$ cat src/rtl/edge_ts_pkg.sv
// Shared definitions for the edge timestamp logger: default parameter
// values and the event record layout used at the default widths.
package edge_ts_pkg;

    localparam int DEF_WIDTH  = 8;
    localparam int DEF_TS_W   = 32;
    localparam int DEF_DEPTH  = 4;
    localparam int DEF_DROP_W = 8;

    // Stages in the optional input synchronizer (EDGE_TS_SYNC_EN builds).
    localparam int SYNC_STAGES = 2;

    typedef logic [DEF_TS_W-1:0] ts_t;

    // One logged event: which bits toggled, the new bus value, and when.
    typedef struct packed {
        logic [DEF_WIDTH-1:0] mask;
        logic [DEF_WIDTH-1:0] data;
        ts_t                  ts;
    } ev_t;

endpackage

$ cat src/rtl/edge_ts_fifo.sv
// Generic DEPTH-entry synchronous FIFO with show-ahead head output.
// A push into a full FIFO is accepted only when a pop happens on the same edge.
module edge_ts_fifo #(
    parameter int W     = 8,
    parameter int DEPTH = 4
) (
    input  logic         clk,
    input  logic         rst,
    input  logic         push,
    input  logic [W-1:0] push_data,
    output logic         full,
    input  logic         pop,
    output logic [W-1:0] head,
    output logic         empty
);

    localparam int AW = $clog2(DEPTH);

    logic [W-1:0] mem [DEPTH];
    logic [AW:0]  wr_ptr;
    logic [AW:0]  rd_ptr;
    logic         do_push;
    logic         do_pop;

    // Extra pointer MSB distinguishes full from empty when the indices match.
    assign empty   = (wr_ptr == rd_ptr);
    assign full    = (wr_ptr[AW] != rd_ptr[AW]) && (wr_ptr[AW-1:0] == rd_ptr[AW-1:0]);
    assign do_pop  = pop && !empty;
    assign do_push = push && (!full || do_pop);
    assign head    = mem[rd_ptr[AW-1:0]];

    // Read/write pointer advance.
    always_ff @(posedge clk or posedge rst) begin
        if (rst) begin
            wr_ptr <= '0;
            rd_ptr <= '0;
        end else begin
            // NOTE: sequential state uses non-blocking assignments so every flop samples pre-edge values.
            if (do_push) wr_ptr <= wr_ptr + (AW+1)'(1);
            if (do_pop)  rd_ptr <= rd_ptr + (AW+1)'(1);
        end
    end

    // Event storage.
    always_ff @(posedge clk or posedge rst) begin
        if (rst) begin
            // NOTE: storage is reset on purpose: the head is visible on the ports and must read zero after reset.
            for (int i = 0; i < DEPTH; i++) mem[i] <= '0;
        end else if (do_push) begin
            mem[wr_ptr[AW-1:0]] <= push_data;
        end
    end

endmodule

$ cat src/rtl/edge_ts_logger.sv
// Edge timestamp logger: samples a bus every clock, turns each set of bit
// toggles into one timestamped event, queues events for a valid/ready
// consumer, and counts events dropped while the queue is full.
// Optional build macro EDGE_TS_SYNC_EN adds a 2-flop input synchronizer.
module edge_ts_logger
    import edge_ts_pkg::*;
#(
    parameter int WIDTH  = DEF_WIDTH,
    parameter int TS_W   = DEF_TS_W,
    parameter int DEPTH  = DEF_DEPTH,
    parameter int DROP_W = DEF_DROP_W
) (
    input  logic              clk,
    input  logic              rst,
    input  logic [WIDTH-1:0]  data_i,
    output logic              ev_valid_o,
    input  logic              ev_ready_i,
    output logic [WIDTH-1:0]  ev_mask_o,
    output logic [WIDTH-1:0]  ev_data_o,
    output logic [TS_W-1:0]   ev_ts_o,
    output logic              overflow_o,
    output logic [DROP_W-1:0] drop_cnt_o
);

    // Event layout at this instance's widths (same field order as edge_ts_pkg::ev_t).
    typedef logic [TS_W-1:0] stamp_t;
    typedef struct packed {
        logic [WIDTH-1:0] mask;
        logic [WIDTH-1:0] data;
        stamp_t           ts;
    } event_t;

    localparam int EV_W = $bits(event_t);

    stamp_t            timer_q;
    logic [WIDTH-1:0]  prev_q;
    logic              primed_q;
    logic [WIDTH-1:0]  sample;
    logic              prime_ok;
    logic [WIDTH-1:0]  mask;
    logic              push;
    logic              pop_fire;
    logic              drop;
    logic              fifo_full;
    logic              fifo_empty;
    event_t            push_ev;
    event_t            head_ev;
    logic              overflow_q;
    logic [DROP_W-1:0] drop_cnt_q;

`ifdef EDGE_TS_SYNC_EN
    logic [WIDTH-1:0] sync1_q;
    logic [WIDTH-1:0] sync2_q;
    logic [1:0]       fill_q;

    // Two-flop synchronizer plus a fill counter so detection waits for real data.
    always_ff @(posedge clk or posedge rst) begin
        if (rst) begin
            sync1_q <= '0;
            sync2_q <= '0;
            fill_q  <= '0;
        end else begin
            sync1_q <= data_i;
            sync2_q <= sync1_q;
            if (fill_q != 2'(SYNC_STAGES)) fill_q <= fill_q + 2'd1;
        end
    end

    assign sample   = sync2_q;
    assign prime_ok = (fill_q == 2'(SYNC_STAGES));
`else
    assign sample   = data_i;
    assign prime_ok = 1'b1;
`endif

    // Free-running timestamp, previous-sample register and priming flag.
    always_ff @(posedge clk or posedge rst) begin
        if (rst) begin
            timer_q  <= '0;
            prev_q   <= '0;
            primed_q <= 1'b0;
        end else begin
            timer_q  <= timer_q + TS_W'(1);
            prev_q   <= sample;
            primed_q <= prime_ok;
        end
    end

    // Toggle detection; nothing is reported until a valid previous sample exists.
    always_comb begin
        // NOTE: every always_comb output gets a default first so no path leaves it unassigned (no latch).
        mask = '0;
        if (primed_q) mask = sample ^ prev_q;
    end

    assign push      = |mask;
    assign pop_fire  = ev_ready_i && !fifo_empty;
    assign drop      = push && fifo_full && !pop_fire;
    assign push_ev   = '{mask: mask, data: sample, ts: timer_q};

    edge_ts_fifo #(
        .W     (EV_W),
        .DEPTH (DEPTH)
    ) u_fifo (
        .clk       (clk),
        .rst       (rst),
        .push      (push),
        .push_data (push_ev),
        .full      (fifo_full),
        .pop       (ev_ready_i),
        .head      (head_ev),
        .empty     (fifo_empty)
    );

    // Sticky overflow flag and saturating drop counter.
    always_ff @(posedge clk or posedge rst) begin
        if (rst) begin
            overflow_q <= 1'b0;
            drop_cnt_q <= '0;
        end else if (drop) begin
            overflow_q <= 1'b1;
            if (drop_cnt_q != '1) drop_cnt_q <= drop_cnt_q + DROP_W'(1);
        end
    end

    assign ev_valid_o = !fifo_empty;
    assign ev_mask_o  = head_ev.mask;
    assign ev_data_o  = head_ev.data;
    assign ev_ts_o    = head_ev.ts;
    assign overflow_o = overflow_q;
    assign drop_cnt_o = drop_cnt_q;

endmodule

$ cat config.mk
export PLATFORM = sky130hd
export DESIGN_NAME = edge_ts_logger
export DESIGN_NICKNAME = d
export VERILOG_FILES = /design/src/rtl/edge_ts_pkg.sv /design/src/rtl/edge_ts_fifo.sv /design/src/rtl/edge_ts_logger.sv
export SDC_FILE = /design/constraint.sdc
export NUM_CORES = 1
export LEC_CHECK = 0
export BUFFER_PORTS_ARGS = -buffer_cell sky130_fd_sc_hd__buf_4
export CAP_MARGIN = 20
export CORE_ASPECT_RATIO = 1.5
export CORE_MARGIN = 8
export CORE_UTILIZATION = 60
export DETAILED_ROUTE_END_ITERATION = 8
export PLACE_DENSITY = 0.84
export SYNTH_ARGS = -nofsm -noshare
export SYNTH_HDL_FRONTEND = slang
export SYNTH_SLANG_ARGS = --single-unit
$ cat constraint.sdc
create_clock -name clk -period 9.1 [get_ports clk]
set_input_delay 0.91 -clock clk [delete_from_list [all_inputs] [get_ports clk]]
set_output_delay 0.91 -clock clk [all_outputs]
set_load 0.03 [all_outputs]
==> results.rst, run 1 <==
.. list-table::
   :header-rows: 1

   * - Metric
     - Value
   * - Outcome
     - completed
   * - TritonCTS clock tree
     - done
   * - Avg Inst Size Synth
     - 14.14 um^2
   * - Biggest area consumer among synthesized cells
     - sky130_fd_sc_hd__dfrtp_1
   * - Worst-case clock skew
     - 9.506 ps
   * - Number of hold-slack violations in the final timing report
     - 0
   * - Post-CTS resize count
     - 0
   * - Synth Area in Simple Gates
     - 5.906%
   * - Detailed placer's ending HPWL
     - 13920 um
   * - Number of detailed-routing iterations run before antenna repair
     - 4
   * - CTS H-tree lvls
     - 1
   * - Total Die Area
     - roughly 23000 um^2
   * - Fraction of layout cells with a size suffix above 1
     - 35.74%
   * - Critical Path Max Stage Delay
     - about 760 ps
   * - DRC Markers
     - 0
   * - Compound-Gate Fraction of Synth Area
     - 3.810%
   * - Flip-flop and latch count after synthesis
     - 248
   * - Most used standard cell by instance count after synthesis
     - sky130_fd_sc_hd__dfrtp_1
   * - Sum of internal, switching and leakage power
     - 3.609 mW
   * - Post-Route M1 WL
     - 8886 um
   * - Maximum number of pins on one net before global-route repair
     - 110
   * - Clock slew at the register clock pins of the worst setup and hold paths
     - 60 ps
   * - Proportion of netlist area held by the largest area contributor
     - 57.44%
   * - CTS Sinks
     - approximately 250
   * - Synthesized net count
     - between 700 and 800
   * - Worst skew pair latency
     - 510 ps
   * - Endpoint class of the critical path
     - primary output
   * - Proportion of synthesized area in mux cells
     - around a quarter
   * - Wire length on met3
     - 714 um
   * - Cells along the critical path
     - buf_4, mux4_2, buf_4
   * - Peak supply drop
     - 0.2996 mV
   * - Time the final worst path needs with I/O delays and setup
     - 3653 ps
   * - Via count
     - 6407
   * - Post-layout worst setup margin
     - 5447 ps
   * - Height of the chip
     - 180.4 um
   * - Number of antenna violations at the first check in global routing
     - 0
   * - Floorplan die width
     - 125.6 um
   * - Routed wire length per instance
     - 21.02 um
   * - Share of the yosys chip area belonging to registers
     - 57.44%
   * - DR top layer
     - met4
   * - Number of DRC markers in iteration 0
     - 358
   * - Buffers added on ports
     - 68
   * - Detailed route wirelength on metal2
     - 11830 um
   * - Static power due to leakage
     - 5.639 nW
   * - Worst-path cell with the longest stage delay
     - sky130_fd_sc_hd__dfrtp_2
   * - Class of the tightest hold or removal check
     - register to register
   * - Postcts setup bufs
     - 0
   * - Vias in the first global route
     - 7070
   * - WP data arrival
     - 2740 ps
   * - Count of endpoints failing setup in the final report
     - 0
   * - Maximum clock insertion buffer count
     - 3
   * - Power Dens Cells
     - 298.1 nW/um^2
   * - Synth warnings
     - 0
   * - Setup CP Type
     - register to primary output
   * - Critical Path Fanout Max
     - 33
   * - Async set-or-reset flop fraction in the synthesized netlist
     - 100.0%
   * - Maximum Capacitance Violations
     - 0
   * - Ratio of final minimum period to clock period
     - 40.14%
   * - CTS buffer count
     - 23
   * - Xor and xnor fraction of the mapped netlist area
     - under 10%
   * - Synth-to-layout area growth
     - 12.06%
   * - EDFF count, synth
     - 0
   * - Slew Limit Headroom
     - 36.41%
   * - Post-Place Setup Slack
     - 5340 ps
   * - Number of routed nets with antenna violations
     - 0
   * - Overall routed net length
     - 22030 um
   * - Main combinational cell family by area after synthesis
     - multiplexers
   * - Most frequently used flop master after synthesis
     - sky130_fd_sc_hd__dfrtp_1
   * - Number of primary I/O pins
     - 69
   * - List of most frequent post-synthesis cells
     - sky130_fd_sc_hd__dfrtp_1 (248), sky130_fd_sc_hd__mux2_2 (130), sky130_fd_sc_hd__nand2_1 (80)
   * - Clock Tree Root
     - sky130_fd_sc_hd__clkbuf_16
   * - Number of cells produced by synthesis
     - around 760
   * - Sort of element at the start of the critical path
     - register
   * - Final TNS setup
     - 0 ps
   * - Placement-stage cell area
     - 11340 um^2
   * - Wire length of the first global-routing pass
     - approximately 37000 um
   * - Required time worst endpoint
     - 8190 ps
   * - Max Transition Viols Final
     - 0
   * - RSZ-0062 raised after global routing
     - false
   * - Aggregate global-route resource usage
     - 19.92%
   * - Count of unique library cells instantiated by Yosys
     - 32
   * - Slew @ Worst Pin
     - 953.9 ps
   * - Overall overflow remaining after global route
     - 0
   * - Layout fillers
     - 1168
   * - Total non-filler cell area in the finished layout
     - 12110 um^2
   * - Number of diodes
     - 0
   * - Final GP Congestion
     - 0.7598
   * - Cell area after synthesis
     - 10800 um^2
   * - Hold bufs inserted after CTS
     - 0
   * - Total number of nets in the final design
     - 833
   * - Top cells by area in the synthesized netlist
     - sky130_fd_sc_hd__dfrtp_1 (57%), sky130_fd_sc_hd__mux2_2 (14%), sky130_fd_sc_hd__mux4_2 (10%)
   * - Critical path's most frequent cell
     - sky130_fd_sc_hd__buf_4
   * - Number of rows in the core area
     - 60
   * - Adder-cell share of the synthesized area
     - 0.8107%
   * - Avg Vias per Cell
     - 6.114
   * - Initial cell density of the core
     - 60.72%
   * - Maximum achievable frequency
     - 273.8 MHz
   * - Core area
     - 17790 um^2
-- path summary, 6_finish.rpt --
kind                       slack (ps)  depth (start not counted)              to             start
setup / recovery                 5450                          3     ev_ts_o[23]  u_fifo.rd_ptr[0]
hold / removal                    480                          1      overflow_o        overflow_o
setup reg to reg                 5860                          6   u_fifo.mem[7]  u_fifo.rd_ptr[1]
hold reg to reg                   480                          1      overflow_o        overflow_o
max in group asynchronous        6350                          4  u_fifo.mem[74]               rst
min in group asynchronous         530                          2   drop_cnt_o[4]               rst
-- where the power goes --
group          switching (mW)  internal, mW  total (mW)
Clock                   0.400         0.566       0.965
Combinational           0.669         0.530        1.20
Sequential              0.141          1.30        1.45
-- placed cells by master (no fill, tap or decap), types with 3 or more instances in the layout --
cell                        instances
sky130_fd_sc_hd__mux2_2           130
sky130_fd_sc_hd__nand3_1           15
sky130_fd_sc_hd__xnor2_1           24
sky130_fd_sc_hd__ha_1               7
sky130_fd_sc_hd__mux4_2            48
sky130_fd_sc_hd__inv_1             10
sky130_fd_sc_hd__mux2_1            10
sky130_fd_sc_hd__clkbuf_16         23
sky130_fd_sc_hd__o21ai_0           56
sky130_fd_sc_hd__nor3_1             6
sky130_fd_sc_hd__xor2_1            27
sky130_fd_sc_hd__a41oi_1            4
sky130_fd_sc_hd__nor4_1             6
sky130_fd_sc_hd__nand4_1           10
sky130_fd_sc_hd__dfrtp_1          246
sky130_fd_sc_hd__o21ai_4            5
sky130_fd_sc_hd__clkbuf_8           5
sky130_fd_sc_hd__nand2_1           80
sky130_fd_sc_hd__buf_4             76
sky130_fd_sc_hd__clkbuf_1           6
sky130_fd_sc_hd__and4_1             3
sky130_fd_sc_hd__nor2_1            12
-- worst max-delay path, delay by kind of cell (launching register included) --
kind                   cells  cell delay [ps]
buffers and inverters      2              830
flip-flops                 1              760
multiplexers               1              640
-- final cells by class --
cell class                 count  area, um^2  area share (%)
timing repair buffer          76       570.5           4.713
clock buffer                  34       666.9           5.508
clock inverter                 7       95.09          0.7854
multi-input combinational    455        4245           35.07
tap                          217       271.5           2.243
sequential                   248        6208           51.28
inverter                      11       48.80          0.4031
-- sequential cells by signal, indices dropped and copies added (netlist names) --
signal / cells
u_fifo.wr_ptr: 3
prev_q: 8
drop_cnt_o: 8
primed_q: 1
overflow_o: 1
u_fifo.rd_ptr: 3
timer_q: 32
u_fifo.mem: 192
-- layer usage --
metal | GRT usage, % | vias up
li1 | - | 2823
met4 | 7.094 | 0
met1 | 23.87 | 3400
met5 | 0 | -
met3 | 2.162 | 38
met2 | 36.18 | 146
-- logic make-up after synthesis --
kind of cell,after synthesis
AOI/OAI and AO/OA,67
xor gates and xnor gates,51
adders and majority gates,7
buffers and inverters,61
DFF,248
muxes,188
other,1
and+or+nand+nor,141
-- metrics by stage --
step / hold slack [ps] / util [%] / cells
2_1_floorplan: 444.6 / - / 764
3_3_place_gp: 455.3 / 63.76 / 1007
3_5_place_dp: 467.6 / 63.76 / 1007
4_1_cts: 482.7 / 68.05 / 1048
5_1_grt: 508.8 / 68.05 / 1048
6_report: 482.4 / 68.05 / 1048
Power figures use the tool's default switching activity.
==> inputs of run 2 (changes only) <==
--- a/config.mk
+++ b/config.mk
@@ -5,13 +5,14 @@
 export SDC_FILE = /design/constraint.sdc
 export NUM_CORES = 1
 export LEC_CHECK = 0
+export ABC_AREA = 1
 export BUFFER_PORTS_ARGS = -buffer_cell sky130_fd_sc_hd__buf_4
 export CAP_MARGIN = 20
 export CORE_ASPECT_RATIO = 1.5
 export CORE_MARGIN = 8
-export CORE_UTILIZATION = 60
+export CORE_UTILIZATION = 61
 export DETAILED_ROUTE_END_ITERATION = 8
-export PLACE_DENSITY = 0.84
+export PLACE_DENSITY = 0.85
 export SYNTH_ARGS = -nofsm -noshare
 export SYNTH_HDL_FRONTEND = slang
 export SYNTH_SLANG_ARGS = --single-unit
==> constraint.sdc (replaced) <==
create_clock -name clk -period 3.82 [get_ports clk]
set_input_delay 0.382 -clock clk [delete_from_list [all_inputs] [get_ports clk]]
set_output_delay 0.382 -clock clk [all_outputs]
set_load 0.03 [all_outputs]
==> run 2 against run 1 <==
Compared with the run above:
- sequential power grew 140%
- synthesized cell count rose by 98%
- wire length grew 52%
- design area grew 11%
- core utilization shrank 0.23 points
==> results.rst, run 2 <==
.. list-table::
   :header-rows: 1

   * - Metric
     - Value
   * - Power Dens Cells
     - 822.4 nW/um^2 (+180%)
   * - Startpoint of the most critical hold path
     - data_i[7]
   * - Area of the multi-input gates
     - 5165 um^2 (+22%)
   * - Buffers added on ports
     - 68 (unchanged)
   * - Max Transition Viols Final
     - 0 (unchanged)
   * - Number of DRC markers in iteration 0
     - 1205 (+240%)
   * - Slew @ Worst Pin
     - 1016 ps (+61.71 ps)
   * - Async set-or-reset flop fraction in the synthesized netlist
     - 100.0% (unchanged)
   * - Proportion of power drawn by flip-flops and latches
     - 31.5% (-8.5 points)
   * - Clock slew at the register clock pins of the worst setup and hold paths
     - 70 ps (about the same)
   * - Hold bufs inserted after CTS
     - 0 (unchanged)
   * - Via count
     - 11060 (+73%)
   * - Ratio of final minimum period to clock period
     - 83.73%
   * - Count of unique library cells instantiated by Yosys
     - 31 (-3.1%)
   * - Proportion of total power due to net switching
     - 44.77% (+11 points)
   * - RSZ-0062 raised after global routing
     - false
   * - Clock Tree Root
     - sky130_fd_sc_hd__clkbuf_16
   * - Class of the tightest hold or removal check
     - input port to register
   * - Critical Path Max Stage Delay
     - 800 ps (+40 ps)
   * - CTS Sinks
     - 248 (unchanged)
   * - Number of hold-slack violations in the final timing report
     - 0 (unchanged)
   * - Wire length of the first global-routing pass
     - 55060 um (+50%)
   * - EDFF count, synth
     - 0 (unchanged)
   * - Overall overflow remaining after global route
     - 0 (unchanged)
   * - Final TNS setup
     - 0 ps (unchanged)
   * - Number of rows in the core area
     - 63 (+5.0%)
   * - Register cell area after layout
     - 6207 um^2 (about the same)
   * - Final GP Congestion
     - 0.9543 (+26%)
   * - Flip-flop and latch count after synthesis
     - 248 (unchanged)
   * - List of most frequent post-synthesis cells
     - sky130_fd_sc_hd__nand2_1 (498), sky130_fd_sc_hd__dfrtp_1 (248), sky130_fd_sc_hd__nand4_1 (204)
   * - Sort of element at the start of the critical path
     - register
   * - Number of cells produced by synthesis
     - 1512 (+98%)
   * - Cells along the critical path
     - inv_2, buf_4, o21ai_0, o22ai_1, buf_4
   * - Required time worst endpoint
     - 3440 ps (-4750 ps)
   * - Launch instance of the worst register-to-register path
     - u_fifo.rd_ptr[1]
   * - Buffer and inverter count on the worst path
     - 3 (+1)
   * - Setup slack on the worst flop-to-flop path
     - 1040 ps (-4820 ps)
   * - Initial cell density of the core
     - 62.15% (+1.4 points)
   * - Avg Vias per Cell
     - 6.269 (+2.5%)
   * - Post-layout worst setup margin
     - 621.5 ps (-4826 ps)
   * - Critical Path Fanout Max
     - 97 (+190%)
   * - CTS buffer count
     - 24 (+4.3%)
   * - Number of detailed-routing iterations run before antenna repair
     - 6 (+2)
   * - Worst skew pair latency
     - 530 ps (+20 ps)
   * - Most used cells in the layout excluding fill and tap cells
     - sky130_fd_sc_hd__nand2_1 (498), sky130_fd_sc_hd__dfrtp_1 (247), sky130_fd_sc_hd__nand4_1 (204), sky130_fd_sc_hd__nor2_1 (126), sky130_fd_sc_hd__o21ai_0 (97)
   * - Floorplan die width
     - 131.9 um (+5.1%)
   * - Maximum achievable frequency
     - 312.7 MHz
   * - Number of primary I/O pins
     - 69 (unchanged)
   * - Worst-path cell with the longest stage delay
     - sky130_fd_sc_hd__buf_4
   * - Maximum number of pins on one net before global-route repair
     - 133 (+21%)
   * - Layout fillers
     - 1582 (+35%)
   * - WP data arrival
     - 2820 ps (+80 ps)
   * - Aggregate global-route resource usage
     - 26.35% (+6.4 points)
   * - Hold-critical path endpoint
     - prev_q[7]
   * - Time the final worst path needs with I/O delays and setup
     - 3198 ps
   * - Most frequently used flop master after synthesis
     - sky130_fd_sc_hd__dfrtp_1
   * - Clock Power Share
     - 22.6% (-4.1 points)
   * - Postcts setup bufs
     - 0 (unchanged)
   * - Critical path's most frequent cell
     - sky130_fd_sc_hd__buf_4
   * - Setup CP Type
     - register to primary output
   * - Endpoint of the most critical register-to-register path
     - u_fifo.mem[125]
   * - Static power due to leakage
     - 6.896 nW (+22%)
   * - Biggest regs
     - u_fifo.mem: 192 flops, timer_q: 32 flops
   * - Total number of nets in the final design
     - 1505 (+81%)
   * - Slew Limit Headroom
     - 32.29% (-4.1 points)
   * - Number of routed nets with antenna violations
     - 0 (unchanged)
   * - Cell area after synthesis
     - 12300 um^2 (+14%)
   * - Outcome
     - completed
   * - Peak supply drop
     - 0.5456 mV (+82%)
   * - Biggest area consumer among synthesized cells
     - sky130_fd_sc_hd__dfrtp_1
   * - Number of antenna violations at the first check in global routing
     - 0 (unchanged)
   * - Synth warnings
     - 0 (unchanged)
   * - Top delay family on crit path
     - buffers and inverters
   * - DRC Markers
     - 0 (unchanged)
   * - Worst Hold Depth
     - 1 (unchanged)
   * - Number of diodes
     - 0 (unchanged)
   * - Maximum clock insertion buffer count
     - 3 (unchanged)
   * - Routed wire length per instance
     - 19.03 um (-9.5%)
   * - Internal
     - 6.094 mW (+150%)
   * - Combinational power share
     - 45.9% (+13 points)
   * - Post-route insts no fill
     - 1764 (+68%)
   * - Synthesized net count
     - 1530 (+96%)
   * - TritonCTS clock tree
     - done
   * - Avg Inst Size Synth
     - 8.133 um^2 (-42%)
   * - CTS H-tree lvls
     - 1 (unchanged)
   * - Endpoint class of the critical path
     - primary output
   * - Worst-case clock skew
     - 21.59 ps (+12.08 ps)
   * - Count of endpoints failing setup in the final report
     - 0 (unchanged)
   * - Synth-to-layout area growth
     - 9.106%
   * - Most common cell after layout, fill and taps aside
     - sky130_fd_sc_hd__nand2_1
   * - Height of the chip
     - 189.9 um (+5.3%)
   * - Net load switching power
     - 4.940 mW (+310%)
   * - Share of the yosys chip area belonging to registers
     - 50.47% (-7.0 points)
   * - Total Die Area
     - 25050 um^2 (+11%)
   * - Overall routed net length
     - 33580 um (+52%)
   * - Core area
     - 19790 um^2 (+11%)
   * - Proportion of netlist area held by the largest area contributor
     - 50.47% (-7.0 points)
   * - Vias in the first global route
     - 11110 (+57%)
   * - Flip-flop count of the largest register after layout
     - 192 (unchanged)
   * - Largest register by flop count
     - u_fifo.mem
   * - Post-Place Setup Slack
     - 1188 ps (-4153 ps)
   * - Fraction of layout cells with a size suffix above 1
     - 9.707% (-26 points)
   * - Detailed placer's ending HPWL
     - 19530 um (+40%)
   * - Instance count after placement with tap cells included
     - 1721 (+71%)
   * - Most used standard cell by instance count after synthesis
     - sky130_fd_sc_hd__nand2_1
   * - Top cells by area in the synthesized netlist
     - sky130_fd_sc_hd__dfrtp_1 (50%), sky130_fd_sc_hd__nand2_1 (15%), sky130_fd_sc_hd__nand4_1 (10%)
   * - Maximum Capacitance Violations
     - 0 (unchanged)
   * - Worst reg2reg path depth
     - 11 (+5)
   * - Post-CTS resize count
     - 0 (unchanged)
[run 2: worst max path at each step]
stage,from,end,slack [ps],cells after the start
2_1_floorplan,rst,drop_cnt_o[0],180,1
3_3_place_gp,u_fifo.rd_ptr[1],u_fifo.mem[113],1280,11
3_5_place_dp,data_i[6],u_fifo.mem[47],1190,11
4_1_cts,u_fifo.rd_ptr[0],ev_ts_o[4],670,5
5_1_grt,u_fifo.rd_ptr[0],ev_ts_o[2],530,5
6_report,u_fifo.rd_ptr[0],ev_ts_o[4],620,5
[run 2: logic make-up after synthesis]
| kind of cell | after synthesis | share of synthesized area (%) |
|---|---|---|
| fa+ha+maj | 7 | 0.7122 |
| flops | 248 | 50.47 |
| simple gates | 886 | 32.22 |
| compound gates | 147 | 6.492 |
| other cells | 1 | 0.03050 |
| xor+xnor | 33 | 2.350 |
| buf+inv | 190 | 7.723 |
[run 2: area by class of cell]
cell class / count / share of cell area, %
flip-flops and latches: 248 / 46.27
multi-input cells: 1074 / 38.50
clock buffers: 38 / 5.400
repair buffers: 91 / 5.278
well taps: 260 / 2.425
inverters: 48 / 1.390
clock inverters: 5 / 0.7461
[run 2: per-stage QoR]
stage / cell area, um^2 / total power [mW] / hold WS [ps] / utilization (%)
finish: 13420 / 11.03 / 24.58 / 67.81
global route: 13420 / 11.59 / 16.17 / 67.81
CTS: 13420 / 11.01 / 14.98 / 67.81
detailed placement: 12590 / 8.498 / 450.6 / 63.64
global placement: 12590 / 8.388 / 445.0 / 63.64
floorplan: 12300 / 6.927 / 413.4 / -
[run 2: power by group through the flow]
| stage | clock [mW] | sequential (mW) | combinational (mW) |
|---|---|---|---|
| 3_3_place_gp | 0 | 3.47 | 4.91 |
| 4_1_cts | 2.51 | 3.46 | 5.04 |
| 2_1_floorplan | 0 | 3.39 | 3.54 |
| 3_5_place_dp | 0 | 3.49 | 5.00 |
| 6_report | 2.49 | 3.47 | 5.07 |
| 5_1_grt | 2.62 | 3.52 | 5.45 |
[run 2: metal layers]
| layer | part of all wire [%] | global-route usage (%) |
|---|---|---|
| met1 | 37 | 31.22 |
| met2 | 51 | 46.03 |
| met3 | 7.4 | 3.722 |
| met4 | 3.7 | 13.35 |
| met5 | 0 | 0 |
